--- src/rtl/fifo_pkg.sv ---
// Shared definitions for the FIFO controller: depth derivation and head-stage state encoding.
package fifo_pkg;

  // Head stage: the memory rdata register acts as the output register.
  typedef enum logic {
    HeadEmpty = 1'b0,
    HeadValid = 1'b1
  } head_state_e;

  // Number of memory words addressable with addr_width bits.
  function automatic int unsigned depth_of(input int unsigned addr_width);
    return 32'd1 << addr_width;
  endfunction

endpackage

--- src/rtl/fifo_ptr.sv ---
// Binary FIFO pointer with increment enable and synchronous load; MSB is the wrap bit.
module fifo_ptr #(
  parameter int unsigned WIDTH = 4
) (
  input  logic             clk,
  input  logic             rst_n,
  input  logic             inc,
  input  logic             load,
  input  logic [WIDTH-1:0] load_val,
  output logic [WIDTH-1:0] ptr
);

  logic [WIDTH-1:0] ptr_q, ptr_d;

  // Load wins over increment; rollover is natural binary wrap.
  always_comb begin
    ptr_d = ptr_q;
    if (load) begin
      ptr_d = load_val;
    end else if (inc) begin
      ptr_d = ptr_q + WIDTH'(1);
    end
  end

  // Pointer register, cleared asynchronously.
  always_ff @(posedge clk or negedge rst_n) begin
    if (!rst_n) begin
      ptr_q <= '0;
    end else begin
      ptr_q <= ptr_d;
    end
  end

  assign ptr = ptr_q;

endmodule

--- src/rtl/fifo_ctrl.sv ---
// Single-clock FIFO controller driving an external dual-port memory whose registered
// read data serves as the output head stage.
module fifo_ctrl
  import fifo_pkg::*;
#(
  parameter int unsigned DATA_WIDTH = 4,
  parameter int unsigned ADDR_WIDTH = 3,
  parameter int unsigned AFULL_LVL  = 7,
  parameter int unsigned AEMPTY_LVL = 1
) (
  input  logic                  clk,
  input  logic                  rst_n,
  input  logic                  flush,
  input  logic                  in_valid,
  output logic                  in_ready,
  input  logic [DATA_WIDTH-1:0] in_data,
  output logic                  out_valid,
  input  logic                  out_ready,
  output logic [DATA_WIDTH-1:0] out_data,
  output logic [ADDR_WIDTH-1:0] mem_waddr,
  output logic [DATA_WIDTH-1:0] mem_wdata,
  output logic                  mem_wen,
  output logic [ADDR_WIDTH-1:0] mem_raddr,
  output logic                  mem_ren,
  input  logic [DATA_WIDTH-1:0] mem_rdata,
  output logic [ADDR_WIDTH:0]   level,
  output logic                  full,
  output logic                  empty,
  output logic                  almost_full,
  output logic                  almost_empty
);

  localparam int unsigned Depth = depth_of(ADDR_WIDTH);
  localparam int unsigned CntW  = ADDR_WIDTH + 1;

  localparam logic [CntW-1:0] DepthCnt  = CntW'(Depth);
  localparam logic [CntW-1:0] FullLvl   = CntW'(Depth + 1);
  localparam logic [CntW-1:0] AFullLvl  = CntW'(AFULL_LVL);
  localparam logic [CntW-1:0] AEmptyLvl = CntW'(AEMPTY_LVL);

  logic [CntW-1:0] wptr, rptr, mem_cnt;
  logic            push, pop;
  head_state_e     state_q, state_d;

  fifo_ptr #(
    .WIDTH (CntW)
  ) u_wptr (
    .clk      (clk),
    .rst_n    (rst_n),
    .inc      (push),
    .load     (1'b0),
    .load_val ('0),
    .ptr      (wptr)
  );

  // Flush drops everything by snapping the read pointer onto the write pointer.
  fifo_ptr #(
    .WIDTH (CntW)
  ) u_rptr (
    .clk      (clk),
    .rst_n    (rst_n),
    .inc      (mem_ren),
    .load     (flush),
    .load_val (wptr),
    .ptr      (rptr)
  );

  // Words committed to memory and not yet read out; the head word is counted separately.
  assign mem_cnt = wptr - rptr;

  // Handshakes and memory strobes, all from registered state.
  always_comb begin
    in_ready  = !flush && (mem_cnt != DepthCnt);
    push      = in_valid && in_ready;
    out_valid = (state_q == HeadValid);
    pop       = out_valid && out_ready;
    mem_ren   = !flush && (mem_cnt != '0) && (!out_valid || out_ready);
    mem_wen   = push;
    mem_wdata = in_data;
    mem_waddr = wptr[ADDR_WIDTH-1:0];
    mem_raddr = rptr[ADDR_WIDTH-1:0];
    out_data  = mem_rdata;
  end

  // Occupancy and status flags.
  always_comb begin
    level        = mem_cnt + CntW'(out_valid);
    full         = (level == FullLvl);
    empty        = (level == '0);
    almost_full  = (level >= AFullLvl);
    almost_empty = (level <= AEmptyLvl);
  end

  // Head-stage next state: a read fills the head, a pop without refill empties it.
  always_comb begin
    state_d = state_q;
    if (flush) begin
      state_d = HeadEmpty;
    end else begin
      unique case (state_q)
        HeadEmpty: if (mem_ren) state_d = HeadValid;
        HeadValid: if (pop && !mem_ren) state_d = HeadEmpty;
      endcase
    end
  end

  // Head-stage state register.
  always_ff @(posedge clk or negedge rst_n) begin
    if (!rst_n) begin
      state_q <= HeadEmpty;
    end else begin
      state_q <= state_d;
    end
  end

endmodule
--- config.mk ---
export PLATFORM = sky130hd
export DESIGN_NAME = fifo_ctrl
export DESIGN_NICKNAME = d
export VERILOG_FILES = /design/src/rtl/fifo_pkg.sv /design/src/rtl/fifo_ptr.sv /design/src/rtl/fifo_ctrl.sv
export SDC_FILE = /design/constraint.sdc
export NUM_CORES = 1
export LEC_CHECK = 0
export ABC_AREA = 1
export CAP_MARGIN = 20
export CELL_PAD_IN_SITES_DETAIL_PLACEMENT = 1
export CELL_PAD_IN_SITES_GLOBAL_PLACEMENT = 1
export CORE_MARGIN = 2
export CORE_UTILIZATION = 25
export CTS_BUF_LIST = sky130_fd_sc_hd__clkbuf_16
export DETAILED_ROUTE_END_ITERATION = 8
export GPL_ROUTABILITY_DRIVEN = 1
export HOLD_SLACK_MARGIN = 0.02
export PLACE_DENSITY_LB_ADDON = 0.1
export SYNTH_ARGS = -nofsm -noshare
export SYNTH_HDL_FRONTEND = slang
export SYNTH_SLANG_ARGS = --single-unit
--- constraint.sdc ---
create_clock -name clk -period 3.9 [get_ports clk]
set_input_delay 0.39 -clock clk [delete_from_list [all_inputs] [get_ports clk]]
set_output_delay 0.39 -clock clk [all_outputs]
set_load 0.01 [all_outputs]
==> results of run 1 <==
## registers in the layout (all words and copies together) (netlist names)
signal      cells
out_valid       1
u_rptr.ptr      4
u_wptr.ptr      4
## metal layers
metal | global-route usage, % | vias up | wire length, microns
li1 | - | 424 | -
met1 | 15.1 | 409 | 1110
met2 | 21.1 | 18 | 1210
met3 | 4.05 | 4 | 143
met4 | 3.57 | 0 | 20
met5 | 0 | - | 0
## kinds of logic (layout without fill, tap and decap cells)
family,count (synthesis),in the layout,synth area share (%)
and+or+nand+nor,69,69,38.9
buffers and inverters,36,47,19.3
DFF,9,9,23.0
adders and majority gates,8,8,11.0
AOI/OAI and AO/OA,6,6,3.44
xor gates and xnor gates,5,5,4.47
## worst max-delay path: cells and delay by family (launching register included)
family	cells	cell delay (ps)
XOR/XNOR	1	240
buffers and inverters	3	700
flip-flops	1	430
adder cells (fa/ha/maj)	3	930
AND/OR/NAND/NOR	2	280
## cell usage in the layout, fill, tap and decap left out, types with 2 or more instances in the layout
master / synthesis / routed
clkdlybuf4s50_1: 0 / 22
nand2_2: 5 / 5
ha_1: 7 / 7
clkbuf_16: 0 / 3
nand3_1: 11 / 11
xnor2_1: 2 / 2
dfrtp_1: 9 / 9
o21ai_0: 4 / 4
xor2_1: 3 / 3
nand2_1: 36 / 36
nand2_4: 5 / 5
inv_1: 19 / 20
nand4_1: 4 / 4
nand3_2: 3 / 3
inv_2: 2 / 2
## worst max path at each step
stage	startpoint	endpoint	slack, ps	cells after the start
detailed placement	u_wptr.ptr[0]	empty	920	9
floorplan	u_wptr.ptr[0]	empty	1560	8
global placement	u_wptr.ptr[0]	empty	1020	9
global route	u_wptr.ptr[0]	empty	500	9
finish	u_wptr.ptr[0]	empty	700	9
CTS	u_wptr.ptr[0]	empty	660	9
## layout make-up
type / instances / share of cell area [%]
multi-input cells: 88 / 46.1
flip-flops and latches: 9 / 18.3
repair buffers: 22 / 17.9
inverters: 21 / 6.41
clock buffers: 3 / 6.10
well taps: 48 / 4.88
clock inverters: 1 / 0.305
## metrics by stage
stage	setup slack, ps	area, sq um	util, %
finish	700	1230	33.1
global route	502	1230	33.1
CTS	664	1230	33.1
detailed placement	924	1150	31.0
global placement	1020	1150	31.0
floorplan	1560	981	-
==> flow_summary.json, run 1 <==
{
  "cts_setup_buffers": 0,
  "grt_pass1_wl_microns": 4080,
  "grt_max_degree": 15,
  "io_buffers": 22,
  "synthFlopType": "dfrtp_1",
  "cp_max_fo": 6,
  "synthArstFlopShare_pct": 100,
  "achievable-frequency_mhz": 312,
  "antennaDiodeCount": 0,
  "rr_endpoint": "u_rptr.ptr[1]",
  "yosys_warnings": 0,
  "critPathMaxStageDelay_ps": 550,
  "synth_area_leaders": "dfrtp_1 23%, nand2_1 14%, buf_4 11%",
  "crit_required_ps": 3510,
  "synth.top_cell.area_share_pct": 23.0,
  "fin_tns_setup_ps": 0,
  "arrival_ps": 2810,
  "cts_inserted_buffers": 3,
  "cp_cell_sequence": "inv_1 -> ha_1 -> fa_1 -> inv_1 -> ha_1 -> xnor2_1 -> nand2_1 -> nor3_2 -> clkdlybuf4s50_1",
  "fin_cells": 192,
  "root_buffer": "clkbuf_16",
  "hold_violations": 0,
  "place_inst": 188,
  "clk_latency_ps": 240,
  "reg2reg_from": "u_wptr.ptr[0]",
  "die_h_microns": 66.6,
  "antenna_found_initial": 0,
  "cp-end-kind": "primary output",
  "viasPerCell": 4.45,
  "hold_path_class": "input port to asynchronous set/reset pin",
  "grt_pass1_vias": 878,
  "cts.clk_slew.worst_paths_ps": 40,
  "routabilityCongestion": 0.773,
  "finalSetupViolations": 0,
  "cts_max_level": 1,
  "tightest_slew_ps": 536,
  "synth_edf_count": 0,
  "nFillCells": 462,
  "num_rows": 22,
  "fin_crit_ps": 3200,
  "synth_area_sq_um": 981,
  "ys_top_cells_by_count": "36 x nand2_1, 19 x inv_1, 14 x buf_4, 11 x nand3_1, 9 x dfrtp_1",
  "slew_headroom_pct": 64.2,
  "ff_latch_area_sq_um": 225,
  "period_share_pct": 82.1,
  "ant_nets": 0,
  "rsz0062_at_grt": "no",
  "cts.path.max_buffers": 2,
  "yosysTopAreaCell": "dfrtp_1",
  "first_pass_iters": 4,
  "core_sq_um": 3720,
  "crit_path_start_kind": "flip-flop",
  "ios": 39,
  "yosysMostFrequentCell": "nand2_1",
  "fp.dieW_microns": 66.6,
  "fin_nets": 166,
  "ys_types": 23,
  "reg2reg_depth": 10,
  "cts_resized": 0,
  "initial_core_util_pct": 26.4,
  "skew_ps": 4.50,
  "vias": 855,
  "synth.avg_cell_area_sq_um": 7.38,
  "cts_tree": "built",
  "ys_seq_elements": 9,
  "grt_overflow_total": 0,
  "synth.net_count": 154,
  "area_delta_synth_final_pct": 25.4,
  "max-cap-violations": 0,
  "hold_ws_ps": 477,
  "drive_above_1_share_pct": 16.0,
  "postCtsHoldBufs": 0,
  "grt_usage_pct": 12.5,
  "yosysSeqAreaShare_pct": 23.0,
  "synthCells": 133,
  "routedWlPerCell_microns": 12.9,
  "drv_slew": 0,
  "hpwl_microns": 2060,
  "multi_input_area_sq_um": 567,
  "criticalPathCategory": "flip-flop to primary output",
  "crit_slowest_cell": "clkdlybuf4s50_1",
  "r2r_slack_ps": 1850,
  "drcViolationCount": 0,
  "clock_sinks": 9,
  "die_area_sq_um": 4440,
  "status": "completed",
  "first_iter_violations": 16,
  "routed_wl_microns": 2480
}
Power of run 1 is not shown: default switching activity piles up to over one toggle a cycle in this logic, so the estimate is an artifact.
==> inputs of run 2 (changes only) <==
==> constraint.sdc (replaced) <==
create_clock -name clk -period 2.6 [get_ports clk]
set_input_delay 0.26 -clock clk [delete_from_list [all_inputs] [get_ports clk]]
set_output_delay 0.26 -clock clk [all_outputs]
set_load 0.01 [all_outputs]
==> run 2 against run 1 <==
Against the previous run:
- hold slack worse by 120 ps
- sequential share of layout area decreased by 1.5 points
- count of clock-buffer cells in the layout unchanged
- setup slack got worse by 590 ps
- core utilization up 3.0 points
- critical path depth increased by 2
==> flow_summary.json, run 2 (synthesis results as in run 1) <==
{
  "status": "completed",
  "initial_core_util_pct": 26.4,
  "grtUsageMet2_pct": 23.4,
  "nFillCells": 454,
  "cts_inserted_buffers": 3,
  "arrival_ps": 2230,
  "cp-end-kind": "primary output",
  "antenna_found_initial": 0,
  "cts_tree": "built",
  "clock_sinks": 9,
  "fin_tns_setup_ps": 0,
  "finalSetupViolations": 0,
  "reg2reg_depth": 12,
  "ant_nets": 0,
  "root_buffer": "clkbuf_16",
  "clk_latency_ps": 230,
  "cts.clk_slew.worst_paths_ps": 40,
  "grt_usage_pct": 13.7,
  "worst-path-buf-inv": 5,
  "cts.path.max_buffers": 2,
  "slew_headroom_pct": 68.4,
  "grt_max_degree": 11,
  "viasPerCell": 4.38,
  "antennaDiodeCount": 0,
  "crit_cells": 11,
  "crit_family": "adder cells",
  "first_iter_violations": 10,
  "cp_cell_sequence": "inv_2 -> ha_4 -> fa_1 -> buf_4 -> nand2_1 -> nor2_4 -> buf_6 -> nand2_4 -> nand3_4 -> inv_1 -> clkdlybuf4s15_1",
  "io_buffers": 22,
  "area_delta_synth_final_pct": 36.7,
  "hpwl_microns": 2140,
  "finalInstanceArea_sq_um": 1340,
  "routed_wl_microns": 2700,
  "period_share_pct": 95.7,
  "crit_required_ps": 2340,
  "layout_commonest_cell": "nand2_1",
  "fin_crit_ps": 2490,
  "grt_pass1_vias": 972,
  "fin_cells": 205,
  "routedWlPerCell_microns": 13.2,
  "busiest_layer": "met2",
  "crit_slowest_cell": "fa_1",
  "skew_ps": 1.36,
  "dpl_cell_area_sq_um": 1210,
  "layout_common_cells": "35 x nand2_1, 19 x inv_1, 12 x clkdlybuf4s50_1, 12 x buf_4, 11 x nand3_1",
  "grt_pass1_wl_microns": 4570,
  "drcViolationCount": 0,
  "place_inst": 196,
  "hold_path_class": "input port to asynchronous set/reset pin",
  "vias": 897,
  "drive_above_1_share_pct": 29.3,
  "fin_nets": 179,
  "hold_violations": 0,
  "critPathMaxStageDelay_ps": 550,
  "grt_use_met1_pct": 17.1,
  "num_rows": 22,
  "die_area_sq_um": 4440,
  "first_pass_iters": 2,
  "criticalPathCategory": "flip-flop to primary output",
  "die_h_microns": 66.6,
  "cp_max_fo": 6,
  "cts_max_level": 1,
  "ios": 39,
  "fp.dieW_microns": 66.6,
  "max-cap-violations": 0,
  "routabilityCongestion": 0.722,
  "tightest_slew_ps": 472,
  "drv_slew": 0,
  "grtUsageMet3_pct": 0.676,
  "core_sq_um": 3720,
  "crit_path_start_kind": "flip-flop",
  "achievable-frequency_mhz": 402,
  "final_util_pct": 36.1,
  "postCtsHoldBufs": 0,
  "grt_overflow_total": 0
}
==> run 2: changes by cell type in the layout (fill, tap and decap cells not counted), moves of 2 or more <==
| cell | delta |
|---|---|
| clkdlybuf4s50_1 | -10 |
| dlygate4sd2_1 | +4 |
| clkdlybuf4s15_1 | +2 |
| clkbuf_2 | +3 |
| ha_2 | +2 |
| buf_4 | +12 |
| ha_1 | -3 |
==> run 2: layout make-up <==
class / count / area (sq um) / share of cell area [%]
well taps: 48 / 60.1 / 4.48
clock inverters: 1 / 3.75 / 0.280
multi-input cells: 88 / 602 / 44.9
repair buffers: 35 / 297 / 22.1
inverters: 21 / 78.8 / 5.88
clock buffers: 3 / 75.1 / 5.60
flip-flops and latches: 9 / 225 / 16.8
==> run 2: per-layer routing <==
layer / vias up / wire length, microns
met4: 0 / 65
li1: 453 / -
met5: - / 0
met2: 18 / 1360
met3: 8 / 77
met1: 418 / 1190
==> run 2: timing repair <==
item	4_1_cts	5_1_grt
pin swaps	2	6
setup endpoints to repair	10	7
setup buffers	1	4
resized for setup	16	14
endpoints found under the hold margin	0	0
==> run 2: worst paths after layout <==
check	from	end	slack, ps
setup / recovery	u_wptr.ptr[0]	mem_wen	110
hold / removal	rst_n	out_valid	360
setup reg to reg	u_wptr.ptr[0]	u_wptr.ptr[2]	580
hold reg to reg	u_wptr.ptr[3]	u_wptr.ptr[3]	580
max in group asynchronous	rst_n	u_rptr.ptr[1]	1920
min in group clk	in_data[3]	mem_wdata[3]	520
==> run 2: per-stage QoR <==
stage	setup slack, ps	hold WS (ps)
CTS	0.268	376
floorplan	387	-35.6
finish	113	356
global route	-0.184	394
detailed placement	-163	520
global placement	-44.5	520
Power of run 2 is left out for the same reason.
==> inputs of run 3 (changes only) <==
--- a/config.mk
+++ b/config.mk
@@ -6,7 +6,7 @@
 export NUM_CORES = 1
 export LEC_CHECK = 0
 export ABC_AREA = 1
-export CAP_MARGIN = 20
+export CAP_MARGIN = 25
 export CELL_PAD_IN_SITES_DETAIL_PLACEMENT = 1
 export CELL_PAD_IN_SITES_GLOBAL_PLACEMENT = 1
 export CORE_MARGIN = 2
==> results of run 3 <==
Same layout as run 2: the final DEF is identical, and so are final timing and power.
Power of run 3 is left out for the same reason.
==> variant (settings of run 2) <==
`DATA_WIDTH`: 4 -> 3.
--- a/src/rtl/fifo_ctrl.sv
+++ b/src/rtl/fifo_ctrl.sv
@@ -3,7 +3,7 @@
 module fifo_ctrl
   import fifo_pkg::*;
 #(
-  parameter int unsigned DATA_WIDTH = 4,
+  parameter int unsigned DATA_WIDTH = 3,
   parameter int unsigned ADDR_WIDTH = 3,
   parameter int unsigned AFULL_LVL  = 7,
   parameter int unsigned AEMPTY_LVL = 1
Interface: changed (resized in_data, mem_rdata, mem_wdata and out_data); port bits go from 39 to 35. No check against the original RTL was run, so the function may have changed too.
==> variant against run 2 <==
  * Sequential cell count stayed put
  * Synthesized area fell by 1.5%
  * Worst setup slack gained 0.039 ns
  * Utilization grew 0.61 points
  * Worst hold slack worse by 0.0095 ns
  * Design area increased by 0.93%
  * Clock skew about the same
  * Register-to-register slack improved by 0.04 ns
  * Wire length is 4.0% higher
  * Highest routed layer unchanged
Power is left out: the tool's default activity adds up to more than one toggle a clock period on the data nets, which glitch-free logic cannot reach.
==> variant: results (changes against run 2) <==
.. list-table::
   :header-rows: 1

   * - Metric
     - Value
   * - R2r endpoint
     - u_rptr.ptr[2]
   * - Gate count of the mapped netlist
     - 131 (-1.5%)
   * - First-pass GRT wire length
     - 4620 um (+0.92%)
   * - Critical Path AT
     - 2.19 ns (-0.04 ns)
   * - Top cells by instance count after synthesis
     - sky130_fd_sc_hd__nand2_1, sky130_fd_sc_hd__inv_1, sky130_fd_sc_hd__buf_4
   * - Placed cell count
     - 197 (+0.51%)
   * - Setup slack after placement
     - -0.139 ns (+0.0237 ns)
   * - Met3 Wirelength
     - 127 um (+65%)
   * - Cell family with the largest share of critical-path delay
     - adder cells
   * - Depth of the most critical reg-to-reg path
     - 11 (-1)
   * - Wire length on met2
     - 1410 um (+3.5%)
   * - Worst hold slack
     - 0.346 ns (-0.00951 ns)
   * - Synthesized Nets
     - 150 (-2.6%)
   * - Sequential area share after synthesis
     - 23.3% (+0.36 points)
   * - Worst-skew pair later-pin latency
     - 0.24 ns
   * - Global routing usage on met2
     - 24.0% (+0.62 points)
   * - Slowest cell on the critical path
     - sky130_fd_sc_hd__fa_2
   * - Post-place instance area
     - 0.00122 mm^2 (+0.62%)
   * - Vias in the first global route
     - 951 (-2.2%)
   * - Top cells by area in the synthesized netlist
     - sky130_fd_sc_hd__dfrtp_1, sky130_fd_sc_hd__nand2_1, sky130_fd_sc_hd__buf_4, sky130_fd_sc_hd__ha_1, sky130_fd_sc_hd__inv_1
   * - Period utilisation layout
     - 94.2% (-1.5 points)
   * - Placer congestion estimate
     - 0.749 (+3.7%)
   * - Detailed-routing iteration count for the pre-antenna-repair pass
     - 3 (+1)
   * - Vias/cell
     - 4.49 (+2.6%)
   * - Worst Max-Slew Pin Slew
     - 0.465 ns (-0.00780 ns)
   * - HPWL after DPL
     - 2220 um (+3.6%)
   * - Clock tree root driver cell
     - sky130_fd_sc_hd__clkbuf_16
   * - Fraction of layout cells with a size suffix above 1
     - 29.5% (+0.19 points)
   * - Flop-to-flop setup slack
     - 0.62 ns (+0.04 ns)
   * - Worst Clk Skew
     - 0.00108 ns (-0.000280 ns)
   * - Met1 global-route usage
     - 17.5% (+0.44 points)
   * - Wire length reported by the detailed router
     - 2810 um (+4.0%)
   * - Metal-1 WL
     - 1230 um (+3.3%)
   * - Number of buffers added by the clock tree synthesis step
     - 3 (unchanged)
   * - Met3 Resource Use GR
     - 3.24% (+2.6 points)
   * - Average wire per standard cell
     - 13.8 um (+4.5%)
   * - First-iteration detailed-routing DRC count
     - 18 (+8)
   * - GRT Total Usage
     - 14.3% (+0.62 points)
   * - Maximum fanout along the worst path
     - 3 (-3)
   * - Result of the run
     - finished, final reports clean
   * - Final Net Count
     - 176 (-1.7%)
==> variant: layout make-up <==
cell class	instances	area (um^2)
clock buffers	3	75.1
clock inverters	1	3.75
fillers	469	2330
inverters	21	78.8
multi-input cells	88	616
flip-flops and latches	9	225
well taps	48	60.1
repair buffers	34	295
==> variant: cells by family after synthesis <==
logic type	count (synthesis)	synth area share [%]
simple gates	69	39.5
buf+inv	34	18.0
flops	9	23.3
fa+ha+maj	8	11.1
compound gates	6	3.50
xor+xnor	5	4.53
==> variant: worst reg2reg max path: cells and delay by family, from the launching register on <==
| kind | cells | cell delay, ns |
|---|---|---|
| adder cells (fa/ha/maj) | 2 | 0.73 |
| AND/OR/NAND/NOR | 7 | 0.60 |
| flip-flops | 1 | 0.33 |
| buffers and inverters | 2 | 0.20 |
==> variant: repair_timing <==
action	in CTS	in global routing
pin swaps	2	3
hold buffers	0	0
gates resized for setup	12	17
endpoints found under the setup margin	9	7
buffers inserted	0	3
